**config.mk**
```make
export PLATFORM = sky130hd
export DESIGN_NAME = fetch
export DESIGN_NICKNAME = d
export VERILOG_FILES = /design/src/rtl/fetch_pkg.sv /design/src/rtl/fetch_buffer.sv /design/src/rtl/fetch.sv
export SDC_FILE = /design/constraint.sdc
export NUM_CORES = 1
export LEC_CHECK = 0
export BUFFER_PORTS_ARGS = -buffer_cell sky130_fd_sc_hd__buf_2
export CAP_MARGIN = 15
export CORE_MARGIN = 4
export CORE_UTILIZATION = 61
export CTS_BUF_LIST = sky130_fd_sc_hd__clkbuf_4
export DETAILED_ROUTE_END_ITERATION = 10
export PLACE_DENSITY = 0.9
export SLEW_MARGIN = 20
export SYNTH_ARGS = -nofsm -noshare
export SYNTH_HDL_FRONTEND = slang
export SYNTH_SLANG_ARGS = --single-unit
```
**constraint.sdc**
```tcl
create_clock -name clk -period 6.9 [get_ports clk]
set_input_delay 0.345 -clock clk [delete_from_list [all_inputs] [get_ports clk]]
set_output_delay 0.345 -clock clk [all_outputs]
set_load 0.005 [all_outputs]
```
**src/rtl/fetch_pkg.sv**
```systemverilog
// Shared fetch-stage constants: FSM state encoding and the default reset PC.
package fetch_pkg;

    typedef enum logic [1:0] {
        S_IDLE = 2'd0,
        S_REQ  = 2'd1,
        S_WAIT = 2'd2
    } fetch_state_e;

    // Default reset PC (BASEADDR) used by the fetch stage.
    localparam logic [31:0] FETCH_BASEADDR = 32'h0100_0000;

    // Number of entries in the fetch output buffer.
    localparam logic [1:0] BUF_FULL = 2'd2;

endpackage

```
**src/rtl/fetch_buffer.sv**
```systemverilog
// Two-entry in-order buffer between instruction fetch and decode.
// ent0_q is always the head; ent1_q holds the younger entry.
module fetch_buffer
    import fetch_pkg::*;
#(
    parameter int W = 64
) (
    input  logic         clk,
    input  logic         rst,
    input  logic         push,
    input  logic [W-1:0] push_data,
    input  logic         pop,
    input  logic         flush,
    output logic [W-1:0] head,
    output logic [1:0]   count
);

    logic [W-1:0] ent0_q, ent1_q;
    logic [1:0]   cnt_q;
    logic         pop_eff, push_eff;

    // Ignore a pop of an empty buffer and a push into a full one that is not draining.
    assign pop_eff  = pop && (cnt_q != 2'd0);
    assign push_eff = push && ((cnt_q != BUF_FULL) || pop_eff);
    assign head     = ent0_q;
    assign count    = cnt_q;

    // Storage and occupancy; flush only drops the count, stale data is hidden by count==0.
    always_ff @(posedge clk or posedge rst) begin
        if (rst) begin
            ent0_q <= '0;
            ent1_q <= '0;
            cnt_q  <= '0;
        end else if (flush) begin
            cnt_q <= '0;
        end else begin
            case ({push_eff, pop_eff})
                2'b10: begin
                    if (cnt_q == 2'd0) ent0_q <= push_data;
                    else               ent1_q <= push_data;
                    cnt_q <= cnt_q + 2'd1;
                end
                2'b01: begin
                    ent0_q <= ent1_q;
                    cnt_q  <= cnt_q - 2'd1;
                end
                2'b11: begin
                    if (cnt_q == 2'd1) begin
                        ent0_q <= push_data;
                    end else begin
                        ent0_q <= ent1_q;
                        ent1_q <= push_data;
                    end
                end
                default: ;
            endcase
        end
    end

endmodule

```
**src/rtl/fetch.sv**
```systemverilog
// Instruction fetch: one outstanding memory read at a time, results queued
// into a 2-entry buffer toward decode, with redirect/flush support.
module fetch
    import fetch_pkg::*;
#(
    parameter int                DWIDTH   = 32,
    parameter int                AWIDTH   = 32,
    parameter logic [AWIDTH-1:0] BASEADDR = AWIDTH'(FETCH_BASEADDR)
) (
    input  logic              clk,
    input  logic              rst,
    output logic              imem_req_o,
    output logic [AWIDTH-1:0] imem_addr_o,
    input  logic              imem_rsp_valid_i,
    input  logic [DWIDTH-1:0] imem_rsp_data_i,
    input  logic              redirect_i,
    input  logic [AWIDTH-1:0] redirect_pc_i,
    output logic              valid_o,
    input  logic              ready_i,
    output logic [AWIDTH-1:0] pc_o,
    output logic [DWIDTH-1:0] insn_o
);

    fetch_state_e             state_q, state_d;
    logic [AWIDTH-1:0]        pc_q, pc_d;
    logic                     drop_q, drop_d;
    logic                     push, pop;
    logic [1:0]               count;
    logic [AWIDTH+DWIDTH-1:0] head;

    assign valid_o     = (count != 2'd0);
    assign pop         = valid_o && ready_i;
    assign imem_addr_o = pc_q;
    assign pc_o        = head[AWIDTH+DWIDTH-1:DWIDTH];
    assign insn_o      = head[DWIDTH-1:0];

    fetch_buffer #(.W(AWIDTH + DWIDTH)) u_buf (
        .clk       (clk),
        .rst       (rst),
        .push      (push),
        .push_data ({pc_q, imem_rsp_data_i}),
        .pop       (pop),
        .flush     (redirect_i),
        .head      (head),
        .count     (count)
    );

    // State, PC and drop-flag registers.
    always_ff @(posedge clk or posedge rst) begin
        if (rst) begin
            state_q <= S_IDLE;
            pc_q    <= BASEADDR;
            drop_q  <= 1'b0;
        end else begin
            state_q <= state_d;
            pc_q    <= pc_d;
            drop_q  <= drop_d;
        end
    end

    // Next-state, request strobe and buffer push; a redirect overrides the normal flow.
    always_comb begin
        state_d    = state_q;
        pc_d       = pc_q;
        drop_d     = drop_q;
        push       = 1'b0;
        imem_req_o = 1'b0;
        case (state_q)
            S_IDLE: state_d = S_REQ;
            S_REQ: begin
                // A redirect this cycle would make the request target stale, so hold it back.
                if (count < BUF_FULL && !redirect_i) begin
                    imem_req_o = 1'b1;
                    state_d    = S_WAIT;
                end
            end
            S_WAIT: begin
                if (imem_rsp_valid_i) begin
                    state_d = S_REQ;
                    if (drop_q) begin
                        drop_d = 1'b0;
                    end else begin
                        push = 1'b1;
                        pc_d = pc_q + AWIDTH'(4);
                    end
                end
            end
            default: state_d = S_IDLE;
        endcase
        if (redirect_i) begin
            push = 1'b0;
            pc_d = {redirect_pc_i[AWIDTH-1:2], 2'b00};
            // The in-flight read must still retire before a new one is issued,
            // so wait for it and throw its data away.
            if (state_q == S_WAIT && !imem_rsp_valid_i) begin
                drop_d  = 1'b1;
                state_d = S_WAIT;
            end else begin
                drop_d  = 1'b0;
                state_d = S_REQ;
            end
        end
    end

endmodule

```
==> results.cfg, run 1 <==
[cts]
clk_latency_ns = 0.53
clk_pin_slew_ns = 0.12
clock_path_buffers = 2
htreeDepth = 4
cts_inserted_buffers = 17
cts-root-buf = clkbuf_4
post_cts_buffers = 0
cts_tree = built
clock_sinks = 160

[detailed_routing]
dr_wl_met2_microns = 8510
first_pass_iters = 5
wl_per_cell_microns = 18.1
ant_nets = 0
via_per_inst = 5.90
initialDrtViolationCount = 429
route.met3.wl_microns = 874
wl_met1_microns = 6940
top_layer = met4
route.vias.total = 5425
routed_wl_microns = 16700
drcViolationCount = 0

[setup_path]
required_ns = 7.32
arrival_ns = 3.60
crit_fanout = 37
cp-start-kind = flip-flop
crit_path_end_kind = flip-flop
criticalPathCategory = reg -> reg
r2r.worst_path.cells = 7

[synthesis]
yosys-top-cells-area = dfrtp_1 (53%), mux2_1 (19%), mux2_2 (9.5%)
synth_compound_area_frac = 0.0487
synth_top_family_by_area = multiplexers
synthAdderAreaFrac = 0.00669
ys_seq_area_frac = 0.535
ys_warn_count = 0
synth_edf_count = 0
ys_ff_latch = 160
netlist.area_leader.share = 0.532
yosys.area_share.simple = 0.0834
async_reset_ff_frac = 1.00
synth_top_area_cell = dfrtp_1
ys.flop_type = dfrtp_1
syn_inst = 578
synth_xor_area_frac = 0.00936
syn-cell-area_sq_mm = 0.00748
synth_mux_area_frac = 0.284
synth.avg_cell_area_sq_um = 12.9
synth_cell_types = 50

[placed_design]
place_congestion = 0.794
post-dp-hpwl_microns = 11100
dpl_cell_area_sq_mm = 0.00837
port-buffer-count = 162

[layout]
layout_common_cells = buf_2 (162), dfrtp_1 (159), mux2_1 (124), mux2_2 (63), dlygate4sd3_1 (35)
nNetsFinal = 834
drive_gt1_frac = 0.345
area_delta_synth_final_pct = 20.2
finish.utilization = 0.749
stdcell_area_sq_mm = 0.00900
diodes = 0
fillCellCount = 757
final_common_cell = buf_2

[pwr]
total_power_w = 0.00301
pwr-share-clk = 0.184
p_int_w = 0.00210
netSwitchingFraction = 0.303
power_density_mw_per_mm2 = 334
cellLeakagePower_nw = 4.26
max-vdd-ir-drop_uv = 236
p_comb_frac = 0.316
seqPwrFrac = 0.500
switching_power_w = 0.000911

[global_routing]
grt_overflow_total = 0
grt_usage = 0.244
grt_start_max_net_pins = 85
grt_pass1_vias = 5641
grt_pass1_wl_microns = 27700
antenna_found_initial = 1

[floorplan]
dieArea_sq_mm = 0.0141
die_width_microns = 119
start_util = 0.623
rows = 40
coreArea_sq_mm = 0.0120
ios = 167
die_y_microns = 119

[sta]
min_period_ns = 3.18
final_max_slew_viol_count = 0
timing.hold.ws_ns = 0.0503
setup_viol = 0
finalSetupTns_ns = 0
fmax_mhz = 315
slew_headroom = 0.365
hold_viol = 0
rsz0062_at_grt = false
worst-slew-pin-transition_ns = 0.947
finalCritPeriodShare = 0.460
skew_ns = 0.0113

[flow_run]
cap_violations = 0

[status]
status = complete, no violations

[hold_path]
hp-class = in -> reg
min_path_cells = 3
==> layout make-up <==
class                   count  area, sq um  share of cell area
flip-flops and latches    160         4010               0.445
inverters                  10         42.5             0.00473
multi-input cells         369         3280               0.365
well taps                 147          184              0.0204
repair buffers            203         1210               0.134
clock buffers              21          158              0.0175
clock inverters             9          118              0.0131
==> synth_stat cells (4+ instances only) <==
cell	n
nand2_1	23
nand4_1	6
o21ai_0	9
a31oi_1	18
mux2_1	124
buf_2	21
mux2_2	63
nand3_1	11
dfrtp_1	159
ha_1	4
clkbuf_1	14
xnor2_1	5
inv_1	9
nor2_1	23
nor3_1	5
o31ai_1	14
or4_1	19
o211ai_1	4
==> layer usage <==
| layer | track usage | up-vias |
|---|---|---|
| met1 | 0.308 | 2715 |
| met4 | 0.0876 | 0 |
| li1 | - | 2476 |
| met3 | 0.0598 | 37 |
| met2 | 0.413 | 197 |
| met5 | 0 | - |
==> stage by stage <==
stage	setup WS, ns	cells
6_report	3.72	919
5_1_grt	3.59	919
4_1_cts	3.70	915
3_5_place_dp	3.58	854
3_3_place_gp	3.63	854
2_1_floorplan	2.24	579
==> sequential cells by signal, indices dropped and copies added, names as in the netlist <==
name,count
u_buf.head,63
imem_addr_o,30
drop_q,1
state_q,2
u_buf.count,2
u_buf.ent1_q,62
==> repair_timing <==
action	in CTS	in global routing
hold buffers	31	4
endpoints found under the hold margin	106	4
resized for setup	0	0
setup endpoints to repair	0	0
==> worst max-delay path: stages (launching register included) <==
cell	delay [ns]
dfrtp_1	0.45
inv_1	0.12
ha_1	0.23
inv_1	0.07
or3_1	0.41
a21oi_4	0.76
buf_4	0.59
mux2_2	0.40
==> logic make-up after synthesis <==
logic type	Yosys count
flops	160
xor+xnor	8
compound gates	55
simple gates	111
other cells	1
buf+inv	50
mux	189
fa+ha+maj	4
==> final timing paths <==
path | from | endpoint | slack (ns)
worst min-delay path | redirect_pc_i[6] | imem_addr_o[6]$_DFFE_PP0P_ | 0.05
worst max-delay path | u_buf.count[1]$_DFFE_PP0P_ | u_buf.head[5]$_DFFE_PP0P_ | 3.72
max in group asynchronous | rst | u_buf.head[33]$_DFFE_PP0P_ | 5.22
worst max register to register | u_buf.count[1]$_DFFE_PP0P_ | u_buf.head[5]$_DFFE_PP0P_ | 3.72
worst min register to register | u_buf.ent1_q[4]$_DFFE_PP0P_ | u_buf.ent1_q[4]$_DFFE_PP0P_ | 0.49
min in group asynchronous | rst | u_buf.ent1_q[12]$_DFFE_PP0P_ | 0.49
==> power by group through the flow <==
stage | clock network, W | registers [W] | logic, W
after CTS | 0.000569 | 0.00150 | 0.000964
after global routing | 0.000609 | 0.00155 | 0.00105
after global placement | 0 | 0.00149 | 0.000901
final | 0.000552 | 0.00150 | 0.000952
after floorplan | 0 | 0.00149 | 0.000581
after detailed placement | 0 | 0.00152 | 0.000948
No activity file was read; power rests on OpenSTA's default activity.
==> run 2: changes to the inputs <==
--- a/config.mk
+++ b/config.mk
@@ -8,10 +8,10 @@
 export BUFFER_PORTS_ARGS = -buffer_cell sky130_fd_sc_hd__buf_2
 export CAP_MARGIN = 15
 export CORE_MARGIN = 4
-export CORE_UTILIZATION = 61
+export CORE_UTILIZATION = 51
 export CTS_BUF_LIST = sky130_fd_sc_hd__clkbuf_4
 export DETAILED_ROUTE_END_ITERATION = 10
-export PLACE_DENSITY = 0.9
+export PLACE_DENSITY = 0.81
 export SLEW_MARGIN = 20
 export SYNTH_ARGS = -nofsm -noshare
 export SYNTH_HDL_FRONTEND = slang
==> constraint.sdc (replaced) <==
create_clock -name clk -period 2.75 [get_ports clk]
set_input_delay 0.1375 -clock clk [delete_from_list [all_inputs] [get_ports clk]]
set_output_delay 0.1375 -clock clk [all_outputs]
set_load 0.005 [all_outputs]
==> run 2 against run 1 <==
Global-route usage shrank 1.8 points. Combinational power rose to 2.6 times the previous value. Final area up 5.6%. Via count is 3.4% higher. First-iteration DRC count shrank 20%. Power rose to 2.6 times the previous value. Clock skew increased by 0.0096 ns. Utilization decreased by 9.3 points. Critical path type unchanged. Critical endpoint is now u_buf.head[39]$_DFFE_PP0P_. Largest power group unchanged.
==> results.cfg, run 2 (synthesized netlist as in run 1, its figures left out) <==
[cts]
cts_tree = built
clk_pin_slew_ns = 0.14
clock_sinks = 160
ctsHoldBuffers = 64
ctsResizeCount = 0
post_cts_buffers = 0
clock_path_buffers = 2
cts_inserted_buffers = 17
htreeDepth = 4
cts-root-buf = clkbuf_4
clk_latency_ns = 0.56

[setup_path]
cp_num_cells = 7
r2r_slack_ns = 0.24
crit_fanout = 22
crit_path_end_kind = flip-flop
slowest_delay_ns = 0.45
required_ns = 3.21
arrival_ns = 2.97
r2r.worst_path.cells = 7
cp-start-kind = flip-flop
cp_cell_sequence = inv_1 > ha_1 > nand2b_1 > a31oi_4 > buf_4 > mux2_1 > mux2_2
critPathTopFamily = multiplexers
criticalPathCategory = reg -> reg
worst-path-buf-inv = 2
crit_slowest_cell = dfrtp_1

[floorplan]
rows = 44
ios = 167
die_y_microns = 129
die_width_microns = 129
start_util = 0.517
dieArea_sq_mm = 0.0167
coreArea_sq_mm = 0.0145

[global_routing]
grt_overflow_total = 0
grt_pass1_wl_microns = 29700
grt_usage = 0.227
grt_start_max_net_pins = 161
antenna_found_initial = 2
grt_pass1_vias = 5963

[sta]
min_period_ns = 2.51
finalCritPeriodShare = 0.912
rsz0062_at_grt = false
fmax_mhz = 399
final_max_slew_viol_count = 0
hold_viol = 0
setup_viol = 0
slew_headroom = 0.394
finalSetupTns_ns = 0
worst-slew-pin-transition_ns = 0.910
skew_ns = 0.0209

[layout]
final_common_cell = buf_2
nNetsFinal = 869
layout.cells.non_filler = 995
layout_common_cells = buf_2 (162), dfrtp_1 (159), mux2_1 (124), dlygate4sd3_1 (64), mux2_2 (63)
drive_gt1_frac = 0.344
fillCellCount = 1056
stdcell_area_sq_mm = 0.00950
area_delta_synth_final_pct = 26.9
largest_reg_flops = 63

[detailed_routing]
drcViolationCount = 0
first_pass_iters = 5
route.vias.total = 5607
wl_per_cell_microns = 18.4
initialDrtViolationCount = 345
via_per_inst = 5.64
routed_wl_microns = 18300
ant_nets = 0

[pwr]
cellLeakagePower_nw = 4.45
max-vdd-ir-drop_uv = 440
power_density_mw_per_mm2 = 838

[placed_design]
post-dp-hpwl_microns = 11300
dp_cells = 897
dpl_cell_area_sq_mm = 0.00851
port-buffer-count = 162
place_congestion = 0.876

[hold_path]
min_path_cells = 4
hp-class = in -> reg

[status]
status = complete, no violations

[flow_run]
cap_violations = 0
-- run 2: cell types whose count changed in the layout (fill, tap and decap cells not counted), sizes merged --
cell | before | now
clkinvlp | 0 | 2
inv | 10 | 11
bufinv | 3 | 5
dlygate4sd3 | 35 | 64
clkbuf | 21 | 18
diode | 0 | 2
buf | 168 | 174
-- run 2: where the power goes --
part           internal, W  total, W  switching (W)  leakage (nW)
combinational      0.00143   0.00250        0.00107          2.24
sequential         0.00325   0.00381       0.000554          2.03
clock             0.000824   0.00166       0.000833         0.184
-- run 2: layer usage --
| layer | vias up | track usage | wire length, microns |
|---|---|---|---|
| met5 | - | 0 | 0 |
| met4 | 0 | 0.120 | 708 |
| met3 | 55 | 0.0499 | 1040 |
| met2 | 216 | 0.391 | 9400 |
| met1 | 2784 | 0.264 | 7130 |
| li1 | 2552 | - | - |
-- run 2: final timing paths --
check | start | endpoint
setup / recovery | u_buf.count[1]$_DFFE_PP0P_ | u_buf.head[39]$_DFFE_PP0P_
hold / removal | redirect_i | imem_addr_o[4]$_DFFE_PP0P_
setup reg to reg | u_buf.count[1]$_DFFE_PP0P_ | u_buf.head[39]$_DFFE_PP0P_
hold reg to reg | u_buf.ent1_q[9]$_DFFE_PP0P_ | u_buf.ent1_q[9]$_DFFE_PP0P_
max in group asynchronous | rst | u_buf.ent1_q[18]$_DFFE_PP0P_
min in group asynchronous | rst | u_buf.ent1_q[0]$_DFFE_PP0P_
-- run 2: per-stage QoR --
stage	util	total power (W)	setup WS [ns]	hold slack, ns
after floorplan	-	0.00520	0.451	0.234
after global placement	0.588	0.00605	0.411	0.356
after detailed placement	0.588	0.00627	0.269	0.350
after CTS	0.656	0.00800	0.246	0.0484
after global routing	0.656	0.00848	0.155	0.0674
final	0.656	0.00796	0.242	0.0926
-- run 2: cell type report --
cell class                 count  area [sq um]  area share
sequential                   160          4010       0.422
clock inverter                14           211      0.0223
timing repair buffer         238          1590       0.168
inverter                      10          41.3     0.00435
multi-input combinational    369          3280       0.345
clock buffer                  18           135      0.0142
antenna                        2          5.00    0.000527
tap                          184           230      0.0242
-- run 2: worst min-delay path, cell delays in order --
cell	delay (ns)
buf_2	0.11
buf_4	0.23
nand2_1	0.08
o21ai_0	0.06
